<file path="config.mk">
export PLATFORM = sky130hd
export DESIGN_NAME = ser_readout_ctrl
export DESIGN_NICKNAME = d
export VERILOG_FILES = /design/src/rtl/ser_readout_ctrl.sv
export SDC_FILE = /design/constraint.sdc
export NUM_CORES = 1
export LEC_CHECK = 0
export CAP_MARGIN = 15
export CORE_MARGIN = 4
export CORE_UTILIZATION = 48
export CTS_CLUSTER_SIZE = 25
export DETAILED_ROUTE_END_ITERATION = 8
export PLACE_DENSITY = 0.76
export SETUP_SLACK_MARGIN = 0.3
export SLEW_MARGIN = 10
export SYNTH_ARGS = -nofsm -noshare
export SYNTH_HDL_FRONTEND = slang
export SYNTH_SLANG_ARGS = --single-unit
</file>
<file path="constraint.sdc">
create_clock -name clk -period 2.85 [get_ports clk]
set_input_delay 0.57 -clock clk [delete_from_list [all_inputs] [get_ports clk]]
set_output_delay 0.57 -clock clk [all_outputs]
set_load 0.005 [all_outputs]
</file>
<file path="src/rtl/ser_readout_ctrl.sv">
// ser_readout_ctrl: serial readout controller for decimated filter words.
// Captures each decimated word into a one-entry pending buffer and shifts it
// out MSB first over a 3-wire host port (cs_b_i, sclk_i, sdo_o). The host
// pins are asynchronous; they are synchronized and edge-detected here.
// Optional feature macro: SER_PARITY_EN appends an even-parity bit after the LSB.
module ser_readout_ctrl #(
    parameter int DATA_W = 16,
    parameter int N_SYNC = 2
) (
    input  logic              clk,
    input  logic              rst_b,
    input  logic [DATA_W-1:0] data_i,
    input  logic              valid_i,
    input  logic              cs_b_i,
    input  logic              sclk_i,
    output logic              sdo_o,
    output logic              drdy_o,
    output logic              overrun_o,
    output logic              busy_o
);

`ifdef SER_PARITY_EN
    localparam int FRAME_LEN = DATA_W + 1;
`else
    localparam int FRAME_LEN = DATA_W;
`endif
    localparam int               CNT_W    = $clog2(FRAME_LEN);
    localparam logic [CNT_W-1:0] LAST_BIT = CNT_W'(FRAME_LEN - 1);

    typedef enum logic [1:0] {
        ST_IDLE  = 2'd0,
        ST_LOAD  = 2'd1,
        ST_SHIFT = 2'd2,
        ST_DONE  = 2'd3
    } state_e;

    // Synchronizer chains and history flops (all idle high).
    logic [N_SYNC-1:0] cs_sync_q;
    logic [N_SYNC-1:0] sclk_sync_q;
    logic              cs_prev_q;
    logic              sclk_prev_q;

    // Controller state.
    state_e                 state_q,   state_d;
    logic [DATA_W-1:0]      pend_q,    pend_d;
    logic                   drdy_q,    drdy_d;
    logic                   ovr_q,     ovr_d;
    logic [FRAME_LEN-1:0]   shift_q,   shift_d;
    logic [CNT_W-1:0]       cnt_q,     cnt_d;

    logic cs_cur;
    logic sclk_cur;
    logic cs_fall;
    logic cs_rise;
    logic sclk_fall;

    // Frame image of a word: the word itself, optionally followed by its
    // even-parity bit so the parity falls out of the normal MSB-first shift.
    function automatic logic [FRAME_LEN-1:0] frame_word(input logic [DATA_W-1:0] w);
`ifdef SER_PARITY_EN
        return {w, ^w};
`else
        return w;
`endif
    endfunction

    // Two-flop (N_SYNC) synchronizers plus one history flop per host pin.
    always_ff @(posedge clk or negedge rst_b) begin
        if (!rst_b) begin
            cs_sync_q   <= '1;
            sclk_sync_q <= '1;
            cs_prev_q   <= 1'b1;
            sclk_prev_q <= 1'b1;
        end else begin
            cs_sync_q   <= {cs_sync_q[N_SYNC-2:0], cs_b_i};
            sclk_sync_q <= {sclk_sync_q[N_SYNC-2:0], sclk_i};
            cs_prev_q   <= cs_sync_q[N_SYNC-1];
            sclk_prev_q <= sclk_sync_q[N_SYNC-1];
        end
    end

    assign cs_cur    = cs_sync_q[N_SYNC-1];
    assign sclk_cur  = sclk_sync_q[N_SYNC-1];
    assign cs_fall   = cs_prev_q & ~cs_cur;
    assign cs_rise   = ~cs_prev_q & cs_cur;
    // sclk activity only counts while the host has the port selected.
    assign sclk_fall = sclk_prev_q & ~sclk_cur & ~cs_cur;

    // State, pending buffer and shift register.
    always_ff @(posedge clk or negedge rst_b) begin
        if (!rst_b) begin
            state_q <= ST_IDLE;
            pend_q  <= '0;
            drdy_q  <= 1'b0;
            ovr_q   <= 1'b0;
            shift_q <= '0;
            cnt_q   <= '0;
        end else begin
            state_q <= state_d;
            pend_q  <= pend_d;
            drdy_q  <= drdy_d;
            ovr_q   <= ovr_d;
            shift_q <= shift_d;
            cnt_q   <= cnt_d;
        end
    end

    // Next-state logic, pending-buffer update and serial outputs.
    always_comb begin
        state_d = state_q;
        pend_d  = pend_q;
        drdy_d  = drdy_q;
        ovr_d   = ovr_q;
        shift_d = shift_q;
        cnt_d   = cnt_q;
        sdo_o   = 1'b0;
        busy_o  = 1'b0;

        // A new word always lands in the pending buffer; overwriting an
        // unread word is flagged, except in LOAD where the old word is
        // being consumed in the same cycle (handled below).
        if (valid_i) begin
            pend_d = data_i;
            drdy_d = 1'b1;
            if (drdy_q) begin
                ovr_d = 1'b1;
            end
        end

        case (state_q)
            ST_IDLE: begin
                if (cs_fall) begin
                    state_d = ST_LOAD;
                end
            end
            ST_LOAD: begin
                busy_o  = 1'b1;
                shift_d = drdy_q ? frame_word(pend_q) : '0;
                cnt_d   = '0;
                drdy_d  = valid_i;
                ovr_d   = 1'b0;
                state_d = cs_rise ? ST_IDLE : ST_SHIFT;
            end
            ST_SHIFT: begin
                busy_o = 1'b1;
                sdo_o  = shift_q[FRAME_LEN-1];
                if (cs_rise) begin
                    // Abort wins over a coincident sclk fall; the word is dropped.
                    state_d = ST_IDLE;
                end else if (sclk_fall) begin
                    if (cnt_q == LAST_BIT) begin
                        state_d = ST_DONE;
                    end else begin
                        shift_d = {shift_q[FRAME_LEN-2:0], 1'b0};
                        cnt_d   = cnt_q + CNT_W'(1);
                    end
                end
            end
            ST_DONE: begin
                if (cs_rise) begin
                    state_d = ST_IDLE;
                end
            end
            default: begin
                state_d = ST_IDLE;
            end
        endcase
    end

    assign drdy_o    = drdy_q;
    assign overrun_o = ovr_q;

endmodule

</file>
==> qor.yml <==
run_status:
  status: "finished clean"
drt:
  routed_wl_mm: 4.11
  via_count: 1487
  ant_nets: 0
  drtIter0Drc: 120
  drc: 0
  wl_per_cell_um: 16.3
  firstDrtPassIters: 5
  via_per_inst: 5.88
layout:
  nets: 229
  area.growth.synth_to_final_pct: 17.2
  drive_gt1_share_pct: 16.7
  fin_cells: 253
  antenna_cells: 0
cts:
  cts_sinks: 46
  numCtsBuffers: 5
  cts-htree-levels: 2
  post_cts_buffers: 0
  cts.clk_slew.worst_paths_ns: 0.09
  clockBufferDepth: 2
  clk_latency_ns: 0.30
  cts_tree: "done"
  post_cts_resize_count: 0
  cts_root_buf: "clkbuf_8"
  holdBufCountCts: 0
global_routing:
  grt_pass1_wl_mm: 6.97
  antenna_found_initial: 0
  grt_pass1_vias: 1494
  track_usage_pct: 16.6
  grt_max_degree: 47
  overflow: 0
timing:
  period_share_pct: 77.8
  hold_viol_final: 0
  setup_viol: 0
  fmax_mhz: 451
  grt_setup_unrepaired: "no"
  fin_skew_ns: 0.0106
  worstMarginPinSlew_ns: 0.995
  drv_slew: 0
  fin_crit_ns: 2.22
  slew_headroom_pct: 33.7
  setup_tns_ns: 0
floorplan:
  die_y_um: 73.9
  io_pins: 25
  start_util_pct: 51.0
  die_area_um2: 5460
  row_count: 23
  die_x_um: 73.9
  coreArea_um2: 4090
synthesis:
  syn_inst: 182
  synth_area_um2: 2080
  synthesis.nets: 209
  ys_ff_latch: 46
  syn_avg_cell_area_um2: 11.5
  yosysSeqAreaShare_pct: 55.6
  yosys_warnings: 0
  synth_cell_type_count: 35
min_path:
  hold_class: "flop to flop"
  hp-start: "sclk_sync_q[0]"
setup_path:
  r2r_start: "sclk_prev_q"
  path_class: "flop to output pin"
  critPathSlowestCell: "clkdlybuf4s50_1"
  crit_arrival_ns: 1.65
  cpPeakStageDelay_ns: 0.49
  worstPathRequired_ns: 2.28
  startpoint_type: "flop"
  worstPathCellList: "inv_1, ha_1, and2_1, clkdlybuf4s50_1"
  cp-startpoint: "state_q[0]"
  critPathCaptureType: "output pin"
  regToRegSetupSlack_ns: 0.83
  critPathMaxFanout: 4
power_and_ir_drop:
  p_leak_nw: 1.03
  ir_worst_vdd_uv: 364
  power_density_nw_per_um2: 885
job:
  cap_violations: 0
place:
  gp_congestion: 0.735
  dp.cells: 245
  dp.final_hpwl_mm: 2.61
  numPortBuffers: 24
[cell type report]
cell class / count / area (µm²)
clock buffer: 6 / 72.6
clock inverter: 2 / 37.5
fill: 348 / 1640
inverter: 3 / 11.3
multi-input combinational: 120 / 850
sequential: 46 / 1160
tap: 50 / 62.6
timing repair buffer: 26 / 250
[per-stage QoR]
stage	total power [mW]	util (%)	area (µm²)	hold slack [ns]	setup slack, ns
3_5_place_dp	1.68	57.1	2330	0.349	0.723
6_report	2.16	59.8	2440	0.361	0.632
4_1_cts	2.17	59.8	2440	0.361	0.623
2_1_floorplan	1.46	-	2080	0.274	0.861
5_1_grt	2.31	59.8	2440	0.367	0.522
3_3_place_gp	1.63	57.1	2330	0.346	0.770
[worst max-delay path: cells and delay by family, from the launching register on]
| kind | cells | cell delay, ns |
|---|---|---|
| flops | 1 | 0.42 |
| buf+inv | 2 | 0.63 |
| fa+ha+maj | 1 | 0.18 |
| simple gates | 1 | 0.12 |
[flip-flops by register name (all words and copies together) (netlist names)]
name         flops
state_q          2
shift_q         16
overrun_o        1
pend_q          16
cs_prev_q        1
sclk_sync_q      2
cnt_q            4
drdy_o           1
cs_sync_q        2
sclk_prev_q      1
[kinds of logic after synthesis]
| group | Yosys count | synth area share, % |
|---|---|---|
| and+or+nand+nor | 50 | 11.0 |
| adders and majority gates | 6 | 3.60 |
| xor gates and xnor gates | 2 | 0.840 |
| DFF | 46 | 55.6 |
| AOI/OAI and AO/OA | 44 | 15.4 |
| buffers and inverters | 16 | 3.66 |
| muxes | 18 | 9.84 |
[cells in the mapped netlist]
master	number	area, µm²
a211oi_1	1	7.51
a21o_1	1	7.51
a21oi_1	5	25.0
a221o_1	1	10.0
a221oi_1	15	131
a22o_1	3	26.3
a31oi_1	15	93.8
and2_1	3	18.8
and2b_1	1	7.51
and3_1	1	6.26
and4b_1	1	10.0
buf_2	1	5.00
buf_4	2	15.0
buf_6	1	11.3
clkbuf_1	9	33.8
clkinv_1	1	3.75
dfrtp_1	40	1000
dfstp_2	6	158
ha_1	6	75.1
inv_1	2	7.51
mux2_2	16	180
mux2_4	1	15.0
mux2i_1	1	10.0
nand2_1	33	124
nand2b_1	2	12.5
nand3_1	2	10.0
nor2_1	4	15.0
nor3b_1	1	7.51
o211ai_1	1	7.51
o21a_1	1	7.51
o21ai_0	1	5.00
or2b_1	1	7.51
or3b_4	1	11.3
xnor2_1	1	8.76
xor2_1	1	8.76
[power breakdown]
group	internal, mW	switching [mW]	total, mW	leakage, nW
combinational	0.337	0.388	0.725	0.431
sequential	0.828	0.126	0.954	0.551
clock	0.262	0.219	0.481	0.0514
total	1.43	0.734	2.16	1.03
[cells in the final DEF (no fill, tap or decap), types with 2 or more instances in the layout]
| cell type | instances |
|---|---|
| ha_1 | 6 |
| dfstp_2 | 6 |
| nand2b_1 | 2 |
| nor2_1 | 4 |
| clkdlybuf4s50_1 | 23 |
| buf_4 | 2 |
| nand2_1 | 33 |
| nand3_1 | 2 |
| dfrtp_1 | 40 |
| clkbuf_8 | 5 |
| and2_1 | 3 |
| mux2_2 | 16 |
| a31oi_1 | 15 |
| a21oi_1 | 5 |
| inv_1 | 2 |
| a22o_1 | 3 |
| a221oi_1 | 15 |
[routing by layer]
metal,share of wire (%),vias up,GRT usage [%]
met5,0,-,0
met4,1.5,0,8.05
met3,4.5,7,3.69
met2,47,37,25.7
met1,47,743,22.2
li1,-,700,-
[worst paths after layout]
check                            endpoint  depth (start not counted)
max                                 sdo_o                          4
min                        sclk_sync_q[1]                          0
max reg2reg                      cnt_q[2]                          4
min reg2reg                sclk_sync_q[1]                          0
max in group asynchronous      pend_q[10]                          1
min in group asynchronous       pend_q[5]                          1
(Power assumes the default switching activity.)
